`src/rtl/riscv_ctrl.sv`:
```
// Multi-cycle RV32 control unit: sequences fetch, execute, memory and writeback,
// and handles traps, mret and wfi around a datapath that decodes the instruction.
module riscv_ctrl #(
    parameter logic [31:0] RESET_VECTOR = 32'h0000_0000,
    parameter logic [31:0] TRAP_VECTOR  = 32'h0000_0100
) (
    input  logic        clk,
    input  logic        rst_n,
    output logic        imem_req,
    output logic [31:0] imem_addr,
    input  logic        imem_ack,
    input  logic [31:0] imem_rdata,
    output logic        dmem_req,
    output logic        dmem_we,
    input  logic        dmem_ack,
    input  logic [31:0] dmem_rdata,
    output logic [31:0] pc,
    output logic [31:0] instr,
    output logic [31:0] mem_load_data,
    input  logic        dp_jump,
    input  logic [31:0] dp_jump_target,
    input  logic        dp_is_mem_op,
    input  logic        dp_is_store,
    input  logic [3:0]  dp_exc,
    input  logic        dp_mret,
    input  logic        irq,
    output logic        irf_we,
    output logic        csr_we,
    output logic [31:0] mepc,
    output logic [31:0] mcause,
    output logic [2:0]  dbg_state
);

    typedef enum logic [2:0] {
        FETCH = 3'd0,
        EXEC  = 3'd1,
        MEM   = 3'd2,
        WB    = 3'd3,
        TRAP  = 3'd4,
        WAIT  = 3'd5
    } state_t;

    localparam logic [31:0] CAUSE_ILLEGAL = 32'd2;
    localparam logic [31:0] CAUSE_BREAK   = 32'd3;
    localparam logic [31:0] CAUSE_ECALL   = 32'd11;
    localparam logic [31:0] CAUSE_IRQ     = 32'h8000_000B;
    localparam logic [31:0] CAUSE_MISALIGN = 32'd0;
    localparam logic [31:0] NOP_INSTR     = 32'h0000_0013;

    state_t      state;
    logic [31:0] trap_cause;
    logic        take_trap;
    logic [31:0] sel_cause;
    logic        wb_irf_we;
    logic        wb_csr_we;

    assign imem_addr = pc;
    assign dbg_state = state;

    // Trap priority in EXEC; misaligned jump target is the lowest-priority trap.
    always_comb begin
        take_trap = 1'b1;
        sel_cause = CAUSE_MISALIGN;
        if (dp_exc[3])
            sel_cause = CAUSE_ILLEGAL;
        else if (dp_exc[2])
            sel_cause = CAUSE_BREAK;
        else if (dp_exc[1])
            sel_cause = CAUSE_ECALL;
        else if (irq)
            sel_cause = CAUSE_IRQ;
        else if (dp_jump && (dp_jump_target[1:0] != 2'b00))
            sel_cause = CAUSE_MISALIGN;
        else
            take_trap = 1'b0;
    end

    // Stores and branches never write rd; SYSTEM with nonzero funct3 is a CSR op.
    assign wb_irf_we = !(dp_is_store || (instr[6:2] == 5'b11000));
    assign wb_csr_we = (instr[6:2] == 5'b11100) && (instr[14:12] != 3'b000);

    always_ff @(posedge clk or negedge rst_n) begin
        if (!rst_n) begin
            state         <= FETCH;
            pc            <= RESET_VECTOR;
            instr         <= NOP_INSTR;
            mem_load_data <= 32'h0;
            mepc          <= 32'h0;
            mcause        <= 32'h0;
            trap_cause    <= 32'h0;
            imem_req      <= 1'b0;
            dmem_req      <= 1'b0;
            dmem_we       <= 1'b0;
            irf_we        <= 1'b0;
            csr_we        <= 1'b0;
        end else begin
            case (state)
                FETCH: begin
                    if (imem_req && imem_ack) begin
                        instr    <= imem_rdata;
                        imem_req <= 1'b0;
                        state    <= EXEC;
                    end else begin
                        imem_req <= 1'b1;
                    end
                end
                EXEC: begin
                    if (take_trap) begin
                        trap_cause <= sel_cause;
                        state      <= TRAP;
                    end else if (dp_mret) begin
                        pc       <= mepc;
                        imem_req <= 1'b1;
                        state    <= FETCH;
                    end else if (dp_exc[0]) begin
                        state <= WAIT;
                    end else if (dp_is_mem_op) begin
                        dmem_req <= 1'b1;
                        dmem_we  <= dp_is_store;
                        state    <= MEM;
                    end else begin
                        irf_we <= wb_irf_we;
                        csr_we <= wb_csr_we;
                        state  <= WB;
                    end
                end
                MEM: begin
                    if (dmem_ack) begin
                        if (!dmem_we)
                            mem_load_data <= dmem_rdata;
                        dmem_req <= 1'b0;
                        dmem_we  <= 1'b0;
                        irf_we   <= wb_irf_we;
                        csr_we   <= wb_csr_we;
                        state    <= WB;
                    end
                end
                WB: begin
                    irf_we   <= 1'b0;
                    csr_we   <= 1'b0;
                    pc       <= dp_jump ? dp_jump_target : pc + 32'd4;
                    imem_req <= 1'b1;
                    state    <= FETCH;
                end
                TRAP: begin
                    mepc     <= pc;
                    mcause   <= trap_cause;
                    pc       <= TRAP_VECTOR;
                    imem_req <= 1'b1;
                    state    <= FETCH;
                end
                WAIT: begin
                    // The wake-up interrupt is taken at once, returning past the wfi.
                    if (irq) begin
                        mepc     <= pc + 32'd4;
                        mcause   <= CAUSE_IRQ;
                        pc       <= TRAP_VECTOR;
                        imem_req <= 1'b1;
                        state    <= FETCH;
                    end
                end
                default: state <= FETCH;
            endcase
        end
    end

endmodule
```
`config.mk`:
```
export PLATFORM = sky130hd
export DESIGN_NAME = riscv_ctrl
export DESIGN_NICKNAME = d
export VERILOG_FILES = /design/src/rtl/riscv_ctrl.sv
export SDC_FILE = /design/constraint.sdc
export NUM_CORES = 1
export LEC_CHECK = 0
export CAP_MARGIN = 30
export CORE_MARGIN = 2
export CORE_UTILIZATION = 44
export CTS_CLUSTER_DIAMETER = 60
export DETAILED_ROUTE_END_ITERATION = 12
export PLACE_DENSITY_LB_ADDON = 0.08
export SYNTH_ARGS = -nofsm -noshare
export SYNTH_HDL_FRONTEND = slang
export SYNTH_SLANG_ARGS = --single-unit
```
`constraint.sdc`:
```
create_clock -name clk -period 4.7 [get_ports clk]
set_clock_uncertainty 0.15 [all_clocks]
set_input_delay 0.94 -clock clk [delete_from_list [all_inputs] [get_ports clk]]
set_output_delay 0.94 -clock clk [all_outputs]
set_load 0.1 [all_outputs]
```
## Word-level counts from Yosys, hierarchy flattened

Index checks and enable logic that the tools add are counted.

- $add $sub $neg: 1
- Mux-type cells: 54
- Div/mod/pow operators: 0
- Shifts and indexed selects: 0
- Order comparisons: 0
- Multiply operators: 0
- Bitwise gates (word level): 1
- Reduce and logical (&&, ||, !) cells: 23
- Eq/ne operators: 16

Operators with widths:

| kind | number |
|---|---|
| two-way mux 32 bit | 10 |
| one-hot mux 32 bit (2 select lines) | 2 |
| one-hot mux 32 bit (4 select lines) | 1 |
| adder 32 x 3 -> 32 bit (second input constant) | 1 |
| two-way mux 1 bit | 29 |
| two-way mux 3 bit | 6 |
| inequality test 2 bit (second input constant) | 9 |
| one-hot mux 3 bit (4 select lines) | 1 |
| AND reduction 6 bit | 2 |
| == test 5 bit (second input constant) | 2 |
| AND reduction 4 bit | 2 |
| nonzero test 4 bit | 2 |
| == test 3 x 2 -> 1 bit (second input constant) | 2 |
| == test 3 bit (second input constant) | 2 |
| one-hot mux 1 bit (3 select lines) | 2 |
| AND reduction 2 bit | 3 |
| AND reduction 3 bit | 2 |
| nonzero test 2 bit | 3 |
| nonzero test 3 bit | 2 |
| one-hot mux 1 bit (2 select lines) | 2 |
| one-hot mux 1 bit (4 select lines) | 1 |
| == test 3 x 1 -> 1 bit (second input constant) | 1 |
| logical AND 1 bit | 3 |
| logical NOT 3 bit | 1 |
| other kinds (4) | 4 |

- Word-level logic and storage cells: 107
- Bits in registers: 200
- Memories: 0
- Bits in read-only memories: 0
- Latch bits: 0
- Output and inout port bits: 200
- Bits of input ports: 109
- RAM bits: 0

## Logic depth before layout (Yosys ltp)

Gate-level depths: netlist (run 1).

- Depth after elaboration: 9
- Mapped depth: 8
- Gate-level depth less buffers: 6

## Least setup slack after synthesis (run 1)

No wires, ideal clock.

- Kind: flip-flop to flip-flop
- Start: register pc[2] (netlist: imem_addr[2])
- End: register pc[20] (netlist: imem_addr[20])
- Setup time: 0.128 ns
- Data required time: 4.422 ns
- Clock period less this slack: 2.934 ns
- Data arrival time: 2.657 ns
- Setup slack: 1.766 ns
- Buffers on the path: 0
- Cell stages (with the launch flop): 7
- Cells stage by stage: dfrtp_1 > ha_1 > nand3_1 > nor4_4 > mux2_1 > a22oi_1 > nand3_1

- Cells in the longest elaborated chain, start to end: 3

RTL lines:

| what | line | RTL |
|---|---|---|
| start, declared | 17 | `output logic [31:0] pc,` |
| start signal, assigned | 112 | `pc <= mepc;` |
| start signal, assigned | 141 | `pc <= dp_jump ? dp_jump_target : pc + 32'd4;` |
| adder 32 x 3 -> 32 bit | 141 |  |
| two-way mux 32 bit | 141 |  |
| one-hot mux 32 bit (4 select lines) | 97 | `case (state)` |

No other way between the ends.
A chain may end at the register's enable or synchronous reset.

## Worst setup path in the final report (run 1)

- Start: register state[0] (netlist: dbg_state[0])
- End: output port dbg_state[0]

RTL lines:

| what | line | RTL |
|---|---|---|
| start, declared | 50 | `state_t state;` |
| start signal, assigned | 84 | `state <= FETCH;` |
| start signal, assigned | 102 | `state <= EXEC;` |
| start signal, assigned | 110 | `state <= TRAP;` |
| end, declared | 31 | `output logic [2:0] dbg_state` |

No word-level cell between the ends.

==> flow_summary.yaml, run 1 <==
cts:
  postCtsHoldBufs: 0
  cts-resized-gates: 0
  cts_buffer_depth: 2
  cts_setup_buffers: 0
  htreeDepth: 4
  clock_sinks: 144
  cts_tree: "built"
  cts.clk_slew.worst_paths_ns: 0.06
  cts-root-buf: "clkbuf_16"
  numCtsBuffers: 17
  clk-insertion-delay-late_ns: 0.42
global_route:
  grt_pass1_vias: 6295
  grt_usage_pct: 23.5
  grt_max_degree: 101
  globalRouteOverflowTotal: 0
  grt_pass1_wl_um: 34000
  antenna_found_initial: 0
worst_setup_path:
  cp-end-kind: "primary output"
  r2r-start: "dbg_state[2]"
  slowest_delay_ns: 1.27
  crit_chain: "clkdlybuf4s50_1"
  ff2ff_setup_slack_ns: 1.83
  start_kind: "register"
  reg2reg_to: "imem_addr[12]"
  crit_buf_inv: 1
  worst_path_dominant_cell_family: "buffers and inverters"
  crit_arrival_ns: 2.48
  crit_slowest_cell: "clkdlybuf4s50_1"
  crit_path_end: "dbg_state[0]"
  cp.depth: 1
  critPathKind: "register to primary output"
  worst_r2r_path_depth: 5
  cp_max_fo: 18
  critical_path.startpoint: "dbg_state[0]"
  worst-endpoint-required_ns: 3.61
floorplan:
  start_util_pct: 44.9
  die_y_um: 137
  die_x_um: 137
  num_rows: 48
  dieArea_mm2: 0.0187
  core-area_mm2: 0.0172
  pin_count: 309
timing:
  min_period_over_period_pct: 76.0
  fin_crit_ns: 3.57
  worstMarginPinSlew_ns: 1.02
  setup_viol: 0
  maxSlewViolCount: 0
  max_freq_ghz: 0.280
  fin_tns_setup_ns: 0
  final_hold_viol_count: 0
  rsz0062_at_grt: "false"
  slew_headroom_pct: 31.5
place:
  dp_hpwl_um: 15300
  placed_area_mm2: 0.0104
  globalplace.congestion: 0.813
  portBuffers: 280
  placed_cells: 1194
outcome:
  outcome: "complete, no violations"
yosys:
  synthDistinctLibCells: 67
  async_flop_share_pct: 100
  synth_top_area_cell: "dfrtp_1"
  synth_top_cell_area_share_pct: 45.6
  syn_inst: 766
  synth_area_mm2: 0.00773
  yosys_warnings: 0
  ys_ff_latch: 144
  yosysSeqAreaShare_pct: 46.6
  synth_area_leaders: "dfrtp_1 (46%), mux2_2 (7.3%), buf_4 (6.2%), nor2_1 (3.5%), a21oi_1 (3.3%)"
  ys.flop_type: "dfrtp_1"
  synth_area_per_cell_um2: 10.1
  synth_edf_count: 0
cells_and_area:
  final_nets: 1099
  finalNonFillerCells: 1226
  post_route_cells_drive_above_1_share_pct: 11.7
  fin_area_mm2: 0.0111
  n_antenna_cell: 0
  fillers: 1438
  syn_to_final_growth_pct: 42.9
routing:
  wl_per_cell_um: 18.0
  postRouteAntennaNets: 0
  drc: 0
  via_per_inst: 5.46
  drt_iter0_drc: 550
  num_vias: 6692
  dr.pass1.iters: 6
  routed_wl_um: 22000
run:
  cap_violations: 0
hold_path:
  min_path_type: "input port to asynchronous set/reset pin"
stage by stage:
step	worst slack [ns]	utilization [%]	hold slack (ns)
3_5_place_dp	0.802	60.5	0.324
2_1_floorplan	1.77	-	0.295
5_1_grt	1.04	64.1	0.275
3_3_place_gp	0.848	60.0	0.318
4_1_cts	1.11	64.0	0.339
6_report	1.13	64.1	0.264
worst min-delay path by stage:
stage               depth (start not counted)     startpoint             to
finish                                      1          rst_n      instr[26]
detailed placement                          1      instr[18]      instr[18]
floorplan                                   2  trap_cause[3]  trap_cause[3]
global placement                            1      instr[21]      instr[21]
CTS                                         1      instr[18]      instr[18]
global route                                1          rst_n      instr[22]
cell usage in the layout (no fill, tap or decap), drive strengths merged, types with 4 or more instances in the layout:
| cell type | synthesis | routed |
|---|---|---|
| nand3 | 30 | 30 |
| clkbuf | 30 | 19 |
| xor2 | 20 | 20 |
| and3 | 13 | 13 |
| and4 | 4 | 4 |
| xnor2 | 17 | 17 |
| a21oi | 52 | 52 |
| a31o | 4 | 4 |
| mux2 | 70 | 70 |
| buf | 88 | 16 |
| dfrtp | 141 | 141 |
| o211ai | 5 | 5 |
| clkdlybuf4s50 | 0 | 279 |
| nand4 | 17 | 17 |
| nor2 | 72 | 72 |
| o221ai | 4 | 4 |
| mux2i | 4 | 4 |
| nand2 | 40 | 40 |
| a31oi | 10 | 10 |
| nor4 | 13 | 13 |
| inv | 7 | 9 |
| a221o | 8 | 8 |
| a22oi | 5 | 5 |
| a221oi | 5 | 5 |
| clkinvlp | 0 | 4 |
| clkinv | 1 | 4 |
| conb | 1 | 28 |
| nor3 | 19 | 19 |
| o21ai | 37 | 37 |
per-layer routing:
metal  track usage, %  vias to the layer above  share of wire (%)
li1                 -                     3096                  -
met1             31.1                     3298                 42
met2             37.3                      275                 48
met3             7.11                       23                8.2
met4             6.66                        0                1.2
met5                0                        -                  0
synth_stat cells (3+ instances only):
| cell | number |
|---|---|
| a31o_1 | 4 |
| inv_1 | 6 |
| a22o_1 | 3 |
| and3_1 | 13 |
| o221ai_1 | 4 |
| buf_2 | 21 |
| a21oi_1 | 51 |
| o21ai_1 | 13 |
| o31ai_1 | 3 |
| o211ai_1 | 4 |
| nand4_1 | 14 |
| a221oi_1 | 5 |
| a31oi_1 | 10 |
| o21ai_0 | 24 |
| dfstp_2 | 3 |
| o22ai_1 | 3 |
| nand3_1 | 30 |
| clkbuf_1 | 30 |
| mux2_1 | 20 |
| dfrtp_1 | 141 |
| and2_1 | 3 |
| nor2b_1 | 3 |
| nor3_1 | 17 |
| xnor2_1 | 17 |
| mux2_2 | 50 |
| mux2i_1 | 4 |
| xor2_1 | 20 |
| o2bb2ai_1 | 3 |
| buf_4 | 64 |
| and4_1 | 4 |
| nand3b_1 | 3 |
| nor4_1 | 9 |
| a221o_1 | 8 |
| a22oi_1 | 5 |
| nor2_1 | 72 |
| nand2_1 | 40 |
| a211o_1 | 3 |
flip-flops by register name, summed over array words and instances, names as in the netlist, 3 cells and up:
register and flops:
trap_cause 4, mem_load_data 32, mepc 32, dbg_state 3
instr 32, mcause 4, imem_addr 32
cell families (layout without fill, tap and decap cells):
group / count (synthesis) / in the layout / share of synthesized area [%]
adder cells (fa/ha/maj): 1 / 1 / 0.162
AO/OA/AOI/OAI: 159 / 159 / 13.4
buffers and inverters: 126 / 334 / 9.75
flip-flops: 144 / 144 / 46.6
multiplexers: 74 / 74 / 10.7
XOR/XNOR: 37 / 37 / 4.19
other: 1 / 28 / 0.0485
AND/OR/NAND/NOR: 224 / 224 / 15.1
layout make-up:
class / instances / area [µm²] / area share (%)
Sequential cell: 144 / 3610 / 32.6
Multi-Input combinational cell: 523 / 3500 / 31.7
Timing Repair Buffer: 295 / 3030 / 27.4
Clock buffer: 19 / 443 / 4.01
Tap cell: 225 / 282 / 2.55
Clock inverter: 12 / 160 / 1.45
Inverter: 8 / 30.0 / 0.272
Power of run 1 is not shown: default switching activity piles up to over one toggle a cycle in this logic, so the estimate is an artifact.
==> run 2: changes to the inputs <==
Settings changed: CORE_UTILIZATION 44 to 40.
Clock period 4.7 ns to 2.9 ns, I/O delays scaled along.
==> flow_summary.yaml, run 2 (same netlist as run 1, synthesis figures left out) <==
worst_setup_path:
  crit_buf_inv: 0
  start_kind: "register"
  r2r-start: "imem_addr[5]"
  ff2ff_setup_slack_ns: 0.51
  critPathKind: "register to register"
  reg2reg_to: "imem_addr[17]"
  cp.depth: 5
  worst-endpoint-required_ns: 3.05
  crit_slowest_cell: "dfrtp_1"
  crit_path_end: "imem_addr[17]"
  worst_r2r_path_depth: 5
  slowest_delay_ns: 0.59
  worst_path_dominant_cell_family: "simple AND/OR/NAND/NOR gates"
  cp_max_fo: 9
  crit_arrival_ns: 2.54
  critical_path.startpoint: "imem_addr[5]"
  crit_chain: "nand4_1 > nor2_1 > nand3_1 > o221a_2 > a221o_1"
  cp-end-kind: "register"
global_route:
  globalRouteOverflowTotal: 0
  grt_pass1_wl_um: 36100
  antenna_found_initial: 0
  grt_usage_pct: 22.7
  grt_max_degree: 60
  grt_pass1_vias: 6560
cells_and_area:
  final_cell_mix: "buf_4 (209), dfrtp_1 (139), clkdlybuf4s50_1 (107), nor2_1 (70)"
  syn_to_final_growth_pct: 40.1
  post_route_cells_drive_above_1_share_pct: 30.9
  final_common_cell: "buf_4"
  n_antenna_cell: 0
  finalNonFillerCells: 1288
  final_core_util_pct: 57.5
  final_nets: 1126
outcome:
  outcome: "finished with violations"
  violations: "hold timing"
cts:
  htreeDepth: 4
  cts_buffer_depth: 2
  cts-resized-gates: 0
  cts-root-buf: "clkbuf_16"
  postCtsHoldBufs: 0
  clk-insertion-delay-late_ns: 0.42
  numCtsBuffers: 17
  cts_setup_buffers: 0
  cts_tree: "built"
  clock_sinks: 144
  cts.clk_slew.worst_paths_ns: 0.06
routing:
  drt_iter0_drc: 374
  via_per_inst: 5.18
  dr.pass1.iters: 5
  postRouteAntennaNets: 0
  num_vias: 6675
  drc: 0
  wl_per_cell_um: 17.7
  routed_wl_um: 22800
floorplan:
  core-area_mm2: 0.0188
  start_util_pct: 41.1
  dieArea_mm2: 0.0205
  pin_count: 309
  num_rows: 50
  die_x_um: 143
  die_y_um: 143
hold_path:
  min_path_type: "input port to asynchronous set/reset pin"
place:
  portBuffers: 280
  dp_hpwl_um: 16600
  globalplace.congestion: 0.772
  placed_cells: 1257
timing:
  min_period_over_period_pct: 82.4
  whs_ns: -0.0253
  setup_viol: 0
  slew_headroom_pct: 61.8
  maxSlewViolCount: 0
  rsz0062_at_grt: "false"
  final_hold_viol_count: 12
  fin_tns_setup_ns: 0
  fin_crit_ns: 2.39
  max_freq_ghz: 0.418
  worstMarginPinSlew_ns: 0.565
run:
  cap_violations: 0
-- run 2: cell type report --
| class | instances | area [µm²] |
|---|---|---|
| fill | 1711 | 8000 |
| sequential | 144 | 3610 |
| multi-input combinational | 523 | 3500 |
| timing repair buffer | 322 | 2750 |
| clock buffer | 18 | 429 |
| tap | 260 | 325 |
| clock inverter | 13 | 188 |
| inverter | 8 | 30.0 |
-- run 2: worst min-delay path by stage --
stage / start / to / slack [ns] / cells past startpoint
finish: rst_n / instr[18] / -0.03 / 1
global route: rst_n / instr[22] / 0.009 / 1
CTS: rst_n / mepc[28] / 0.0006 / 1
detailed placement: trap_cause[1] / trap_cause[1] / 0.32 / 2
global placement: instr[27] / instr[27] / 0.32 / 1
floorplan: rst_n / csr_we / 0.13 / 0
-- run 2: routing by layer --
| layer | wire length (µm) | vias up | global-route usage [%] |
|---|---|---|---|
| met3 | 1740 | 11 | 6.64 |
| met4 | 137 | 0 | 4.33 |
| met1 | 9980 | 3257 | 30.5 |
| met5 | 0 | - | 0 |
| li1 | - | 3156 | - |
| met2 | 10900 | 251 | 36.6 |
-- run 2: through the flow --
stage / setup slack [ns] / instance area, µm²
2_1_floorplan: 0.0450 / 7840
3_5_place_dp: 0.143 / 10200
5_1_grt: 0.355 / 10800
4_1_cts: 0.498 / 10800
6_report: 0.510 / 10800
3_3_place_gp: 0.176 / 10200
Power of run 2 is left out for the same reason.
